--- src/rtl/fetch_stage_if.sv ---
// Instruction-memory bus between the fetch stage and a combinational-read
// instruction memory.
//   imem_addr  : fetch address (driven by the fetch stage, always word aligned)
//   imem_rdata : instruction word at imem_addr, valid in the same cycle
// Modports: master = fetch stage side, slave = memory side.
interface fetch_stage_if;
  logic [31:0] imem_addr;
  logic [31:0] imem_rdata;

  modport master (output imem_addr, input imem_rdata);
  modport slave  (input imem_addr, output imem_rdata);
endinterface

--- src/rtl/fetch_stage.sv ---
// Instruction-fetch stage plus IF/ID pipeline register.
// Owns the PC, drives the instruction-memory address, and registers the
// fetched word together with PC+4 for decode. Redirects (JR, J/JAL, taken
// branch) resolved in ID are applied here, as are stall/flush requests from
// the hazard unit.
// Ports:
//   clk          : rising-edge clock
//   reset        : asynchronous, active-low reset
//   stall        : hold PC and IF/ID
//   flush        : load a bubble into IF/ID
//   br_taken     : conditional branch taken, target br_target
//   jump         : J/JAL, target jump_target
//   jumptoreg    : JR, target jr_target
//   imem         : instruction-memory bus (master side)
//   pc_f         : current fetch PC
//   instr_d      : IF/ID instruction word (all-zero for a bubble)
//   pcplus4_d    : IF/ID PC+4 (zero for a bubble)
//   valid_d      : IF/ID holds a real instruction
//   misalign     : one-cycle pulse when an accepted redirect target was not
//                  word aligned (the PC itself is always forced aligned)
module fetch_stage #(
  parameter logic [31:0] RESET_PC   = 32'h0000_0000,
  parameter int          DELAY_SLOT = 0
) (
  input  logic               clk,
  input  logic               reset,
  input  logic               stall,
  input  logic               flush,
  input  logic               br_taken,
  input  logic [31:0]        br_target,
  input  logic               jump,
  input  logic [31:0]        jump_target,
  input  logic               jumptoreg,
  input  logic [31:0]        jr_target,
  fetch_stage_if.master      imem,
  output logic [31:0]        pc_f,
  output logic [31:0]        instr_d,
  output logic [31:0]        pcplus4_d,
  output logic               valid_d,
  output logic               misalign
);

  logic [31:0] pcplus4_f;
  logic        redirect;
  logic [31:0] target;

  logic [31:0] pc_n;
  logic [31:0] instr_n;
  logic [31:0] pcplus4_n;
  logic        valid_n;
  logic        misalign_n;

  assign imem.imem_addr = pc_f;
  assign pcplus4_f      = pc_f + 32'd4;  // modulo 2^32, wrap is silent

  // A bubble in ID must never redirect, whatever its stale inputs say.
  assign redirect = valid_d & (jumptoreg | jump | br_taken);
  assign target   = jumptoreg ? jr_target :
                    jump      ? jump_target : br_target;

  always_comb begin
    pc_n       = pc_f;
    instr_n    = instr_d;
    pcplus4_n  = pcplus4_d;
    valid_n    = valid_d;
    misalign_n = 1'b0;

    if (stall) begin
      // Stall wins over redirect; ID re-presents it once unstalled.
      if (flush) begin
        instr_n   = 32'h0;
        pcplus4_n = 32'h0;
        valid_n   = 1'b0;
      end
    end else if (redirect) begin
      pc_n       = target & 32'hFFFF_FFFC;
      misalign_n = (target[1:0] != 2'b00);
      if (DELAY_SLOT == 0 || flush) begin
        instr_n   = 32'h0;
        pcplus4_n = 32'h0;
        valid_n   = 1'b0;
      end else begin
        instr_n   = imem.imem_rdata;
        pcplus4_n = pcplus4_f;
        valid_n   = 1'b1;
      end
    end else begin
      pc_n = pcplus4_f;
      if (flush) begin
        instr_n   = 32'h0;
        pcplus4_n = 32'h0;
        valid_n   = 1'b0;
      end else begin
        instr_n   = imem.imem_rdata;
        pcplus4_n = pcplus4_f;
        valid_n   = 1'b1;
      end
    end
  end

  // IF -> ID boundary
  always_ff @(posedge clk or negedge reset) begin
    if (!reset) begin
      pc_f      <= RESET_PC;
      instr_d   <= 32'h0;
      pcplus4_d <= 32'h0;
      valid_d   <= 1'b0;
      misalign  <= 1'b0;
    end else begin
      pc_f      <= pc_n;
      instr_d   <= instr_n;
      pcplus4_d <= pcplus4_n;
      valid_d   <= valid_n;
      misalign  <= misalign_n;
    end
  end

endmodule
--- src/flat_wrapper.sv ---
// flat-port wrapper written by rule: the top's interface ports become plain ports
module fetch_stage_flat 
#(
  parameter logic [31:0] RESET_PC   = 32'h0000_0000,
  parameter int          DELAY_SLOT = 0
)
  (clk, reset, stall, flush, br_taken, br_target, jump, jump_target, jumptoreg, jr_target, pc_f, instr_d, pcplus4_d, valid_d, misalign, imem_imem_addr, imem_imem_rdata);
  fetch_stage_if imem_i ();
  input  logic clk;
  input  logic reset;
  input  logic stall;
  input  logic flush;
  input  logic br_taken;
  input  logic [31:0] br_target;
  input  logic jump;
  input  logic [31:0] jump_target;
  input  logic jumptoreg;
  input  logic [31:0] jr_target;
  output logic [31:0] pc_f;
  output logic [31:0] instr_d;
  output logic [31:0] pcplus4_d;
  output logic valid_d;
  output logic misalign;
  output wire logic [$bits(imem_i.imem_addr)-1:0] imem_imem_addr;
  input wire logic [$bits(imem_i.imem_rdata)-1:0] imem_imem_rdata;
  assign imem_imem_addr = imem_i.imem_addr;
  assign imem_i.imem_rdata = imem_imem_rdata;
  fetch_stage #(.RESET_PC(RESET_PC), .DELAY_SLOT(DELAY_SLOT)) u_core (.clk(clk), .reset(reset), .stall(stall), .flush(flush), .br_taken(br_taken), .br_target(br_target), .jump(jump), .jump_target(jump_target), .jumptoreg(jumptoreg), .jr_target(jr_target), .imem(imem_i), .pc_f(pc_f), .instr_d(instr_d), .pcplus4_d(pcplus4_d), .valid_d(valid_d), .misalign(misalign));
endmodule
--- config.mk ---
export PLATFORM = sky130hd
export DESIGN_NAME = fetch_stage_flat
export DESIGN_NICKNAME = d
export VERILOG_FILES = /design/src/rtl/fetch_stage_if.sv /design/src/rtl/fetch_stage.sv /design/src/flat_wrapper.sv
export SDC_FILE = /design/constraint.sdc
export NUM_CORES = 1
export LEC_CHECK = 0
export BUFFER_PORTS_ARGS = -buffer_cell sky130_fd_sc_hd__buf_2
export CAP_MARGIN = 20
export CORE_AREA = 2 2 113 115
export DETAILED_ROUTE_END_ITERATION = 16
export DIE_AREA = 0 0 115 117
export GPL_TIMING_DRIVEN = 0
export HOLD_SLACK_MARGIN = 0.15
export PLACE_DENSITY = 0.8
export SYNTH_ARGS = -nofsm -noshare
export SYNTH_HDL_FRONTEND = slang
export SYNTH_SLANG_ARGS = --single-unit
--- constraint.sdc ---
create_clock -name clk -period 2.2 [get_ports clk]
set_input_delay 0.11 -clock clk [delete_from_list [all_inputs] [get_ports clk]]
set_output_delay 0.11 -clock clk [all_outputs]
set_load 0.005 [all_outputs]
======== Yosys cells after proc, flatten, opt, wreduce, memory -nomap -nowiden ========
Cells that the tools add are included.
storage, ports and cells
  input port bits ......................... 135
  output and inout port bits .............. 130
  logic and storage cells ................. 27
  flip-flop bits (word level) ............. 98
operators by class
  bitwise gates (word level) .............. 3
  add/sub/neg operators ................... 1
  equal/unequal tests ..................... 1
  reduce and logical (&&, ||, !) cells .... 1
  multiplexer cells ....................... 16
operator list
  cell                                                              number
  32-bit two-way mux                                                10
  32-bit by 3-bit adder with 32-bit output (second input constant)  1
  1-bit two-way mux                                                 6
  2-bit by 1-bit != test with 1-bit output (second input constant)  1
  1-bit OR                                                          2
  2-bit nonzero test                                                1
  1-bit bitwise AND                                                 1

======== Logic depth before layout (Yosys ltp) ========
  depth after elaboration ................. 5
  gate-level depth with buffers ........... 7
  depth with buffers taken out ............ 5

======== Worst setup path before layout ========
No wires, ideal clock.
  kind .................................... register to register
  start point ............................. register u_core.pc_f[13], in the netlist u_core.imem.imem_addr[13]
  end point ............................... register u_core.pcplus4_d[28]
  setup time .............................. 0.126 ns
  data required time ...................... 2.074 ns
  data arrival time ....................... 1.859 ns
  cell stages (with the launch flop) ...... 7
  period minus slack after synthesis ...... 1.985 ns
  buffers on the path ..................... 2
  slack ................................... 0.215 ns
  cell sequence ........................... dfrtp_1 -> buf_2 -> nand4_1 -> or4_4 -> buf_6 -> or2_1 -> a221o_1
between the ends
  longest elaborated chain between the ends .. 4
RTL lines
  element                                   RTL line            RTL
  from (decl)                               fetch_stage.sv:36   output logic [31:0] pc_f,
  from (signal assigned)                    fetch_stage.sv:110  pc_f <= pc_n;
  32-bit by 3-bit adder with 32-bit output  fetch_stage.sv:54   assign pcplus4_f = pc_f + 32'd4;
  32-bit two-way mux                        fetch_stage.sv:89   if (flush) begin
  32-bit two-way mux                        fetch_stage.sv:75   end else if (redirect) begin
  32-bit two-way mux                        fetch_stage.sv:68   if (stall) begin
  to (signal assigned)                      fetch_stage.sv:112  pcplus4_d <= pcplus4_n;
  to (decl)                                 fetch_stage.sv:38   output logic [31:0] pcplus4_d,
No other way between the ends.
A chain may end at the register's enable or synchronous reset.

======== Final worst setup path ========
  start point ............................. register u_core.pc_f[13], in the netlist u_core.imem.imem_addr[13]
  end point ............................... register u_core.pcplus4_d[29]
Same word-level chain as after synthesis.

==> flow_summary.yaml <==
status:
  outcome: "complete, no violations"
sta:
  fin_crit_sh_pct: 97.2
  max_slew_margin_pct: 46.7
  fmax_mhz: 468
  finClkSkew_ns: 0.00653
  post-route-min-period_ns: 2.14
  tns_ns: 0
  worstMarginPinSlew_ns: 0.800
  drv_slew: 0
  hold_violations: 0
  setup_violations: 0
global_route:
  grt_pass1_wl_um: 32200
  grt_pass1_vias: 5916
  antenna_found_initial: 0
  grt_start_max_net_pins: 64
  overflow: 0
  grtUsageTotal_pct: 31.7
power:
  internal_power_mw: 3.99
  pwr-share-comb_pct: 34.8
  power.share.sequential_pct: 38.6
  power.density_nw_per_um2: 760
  clock_power_share_pct: 26.6
  switching_share_pct: 34.5
  p_switching_mw: 2.10
  leakagePower_nw: 3.90
  peakVddDrop_mv: 0.384
place:
  dp_hpwl_um: 15500
  io_buffers: 259
  place.gp.congestion: 0.969
setup_path:
  path_cells: "buf_4 > nand4_1 > or4_4 > buf_6 > or2_1 > a221o_1"
  start_kind: "register"
  crit_required_ns: 2.43
  crit_path_end_kind: "register"
  r2r_slack_ns: 0.06
  criticalPathCategory: "register to register"
  crit_path_max_incr_delay_ns: 0.62
  slowest_stage: "or4_4"
  cp.buffers_inverters: 2
  arrival_ns: 2.37
  critPathMaxFanout: 10
  cp_top_family: "simple AND/OR/NAND/NOR gates"
synthesis:
  yosysSeqAreaShare_pct: 42.0
  syn_inst: 613
  synth_compound_area_share_pct: 22.3
  avgSynthCellArea_um2: 9.23
  synth_simple_gate_area_share_pct: 17.0
  yosysTopAreaCell: "dfrtp_1"
  synth_ff_type: "dfrtp_1"
  synth_xor_area_share_pct: 2.01
  synthArstFlopShare_pct: 100
  mappedNetlistArea_um2: 5660
  synthAdderAreaFrac_pct: 0.221
  synth.area.top_cells: "dfrtp_1 42%, a22o_1 5.7%, nand2_1 5.0%"
  synthMuxAreaShare_pct: 6.94
  synth-seq-cells: 95
  ys_warn_count: 0
  synth_top_family_by_area: "compound AO/OA/AOI/OAI gates"
  synth_top_area_share_pct: 42.0
  synth_edf_count: 0
  synth_cell_types: 52
finish:
  final_util_pct: 65.1
  num-fill-cells: 1056
  final_common_cell: "buf_2"
  ff_latch_area_um2: 2390
  drive_above_1_share_pct: 40.4
  antennaDiodeCount: 0
  final_nets: 1062
  layout_common_cells: "272 x buf_2, 88 x dfrtp_1, 75 x nand2_1"
  multiInputGateArea_um2: 2850
  syn_to_final_growth_pct: 41.7
floorplanning:
  die_w_um: 115
  core_area_um2: 12300
  die_height_um: 117
  start_util_pct: 46.0
  io_pins: 265
  rows: 41
  dieArea_um2: 13500
detailed_routing:
  drc: 0
  routed-via-count: 6324
  wire_per_inst_um: 20.3
  dr.pass1.iters: 5
  wirelength_um: 21900
  avgViaCountPerCell: 5.85
  postRouteAntennaNets: 0
  drt_iter0_markers: 589
clock_network:
  root_buffer: "clkbuf_16"
  cts_max_path_buffers: 2
  cts_max_level: 3
  cts-buffers-inserted: 9
  cts_tree: "done"
  cts.sinks: 95
  clkSlewWorstSetupHoldPaths_ns: 0.07
  clk_latency_ns: 0.35
min_path:
  holdCritPathClass: "primary input to register"
flow_run:
  drv_cap: 0
==> state kept, by name, indices dropped and copies added, names as in the netlist <==
name,cells
u_core.imem.imem_addr,30
u_core.instr_d,32
u_core.misalign,1
u_core.pcplus4_d,31
u_core.valid_d,1
==> Yosys cell counts (all sizes together), types with 3 or more instances <==
library cell	instances
a211o	3
a21oi	19
a221o	7
a22o	37
a22oi	14
a2bb2oi	5
and2	5
buf	57
clkbuf	35
dfrtp	95
inv	6
mux2	10
mux2i	28
nand2	76
nand3	20
nand4	14
nand4b	4
nor2	20
nor3	19
nor4	11
o211ai	19
o21ai	41
o22a	3
o22ai	5
o2bb2a	4
o311a	4
o311ai	5
or2	4
or3	7
or4	8
xnor2	10
xor2	3
==> power by group through the flow <==
stage	registers (mW)	logic (mW)	clock network [mW]
after CTS	2.30	2.03	1.63
after floorplan	2.27	1.11	0
final	2.35	2.12	1.62
after global routing	2.38	2.31	1.71
after detailed placement	2.33	1.95	0
after global placement	2.33	1.93	0
==> metrics by stage <==
| step | hold slack, ns | setup slack (ns) | cell area, um2 | total power [mW] | cells |
|---|---|---|---|---|---|
| floorplan | -0.186 | 0.215 | 5670 | 3.38 | 616 |
| finish | 0.156 | 0.0623 | 8020 | 6.09 | 1081 |
| global route | 0.190 | -0.00377 | 8020 | 6.40 | 1081 |
| global placement | 0.329 | -0.304 | 7150 | 4.25 | 1025 |
| CTS | 0.157 | 0.00364 | 7900 | 5.97 | 1080 |
| detailed placement | 0.0789 | -0.247 | 7180 | 4.28 | 1026 |
==> layout make-up <==
class	instances	share of cell area, %
multi-input combinational	423	35.5
timing repair buffer	303	21.8
clock inverter	5	0.702
tap	150	2.34
sequential	95	29.8
inverter	6	0.281
clock buffer	11	3.15
buffer	88	6.49
==> worst register-to-register path, stage by stage (launching register included) <==
cell and delay, ns:
dfrtp_1 0.36, buf_4 0.16, nand4_1 0.20, or4_4 0.62, buf_6 0.16, or2_1 0.24, a221o_1 0.29
==> what timing repair did <==
action | in CTS | in global routing
gates resized for setup | 6 | 36
pin swaps | 1 | 2
buffers inserted | 1 | 4
endpoints found under the setup margin | 16 | 38
endpoints found under the hold margin | 133 | 0
hold buffers | 38 | 0
==> metal layers <==
layer,vias up,track usage (%),share of wire [%]
li1,2871,-,-
met1,3014,40.1,40
met2,387,54.9,49
met3,52,4.94,8.2
met4,0,12.0,2.9
met5,-,0,0
==> path summary, 6_finish.rpt <==
path	startpoint	endpoint	cells past startpoint
max	u_core.imem.imem_addr[13]$_DFFE_PN0N_	u_core.pcplus4_d[29]$_DFFE_PN0P_	6
min	jr_target[29]	u_core.imem.imem_addr[29]$_DFFE_PN0N_	5
max reg2reg	u_core.imem.imem_addr[13]$_DFFE_PN0N_	u_core.pcplus4_d[29]$_DFFE_PN0P_	6
min reg2reg	u_core.pcplus4_d[26]$_DFFE_PN0P_	u_core.pcplus4_d[26]$_DFFE_PN0P_	2
max in group asynchronous	reset	u_core.imem.imem_addr[2]$_DFFE_PN0N_	3
min in group asynchronous	reset	u_core.instr_d[28]$_DFFE_PN0P_	2
==> kinds of logic after synthesis <==
kind of cell	Yosys count
buffers and inverters	98
multiplexers	38
other	1
flip-flops	95
XOR/XNOR	13
adder cells (fa/ha/maj)	1
AND/OR/NAND/NOR	193
AO/OA/AOI/OAI	174
(Power assumes the default switching activity.)
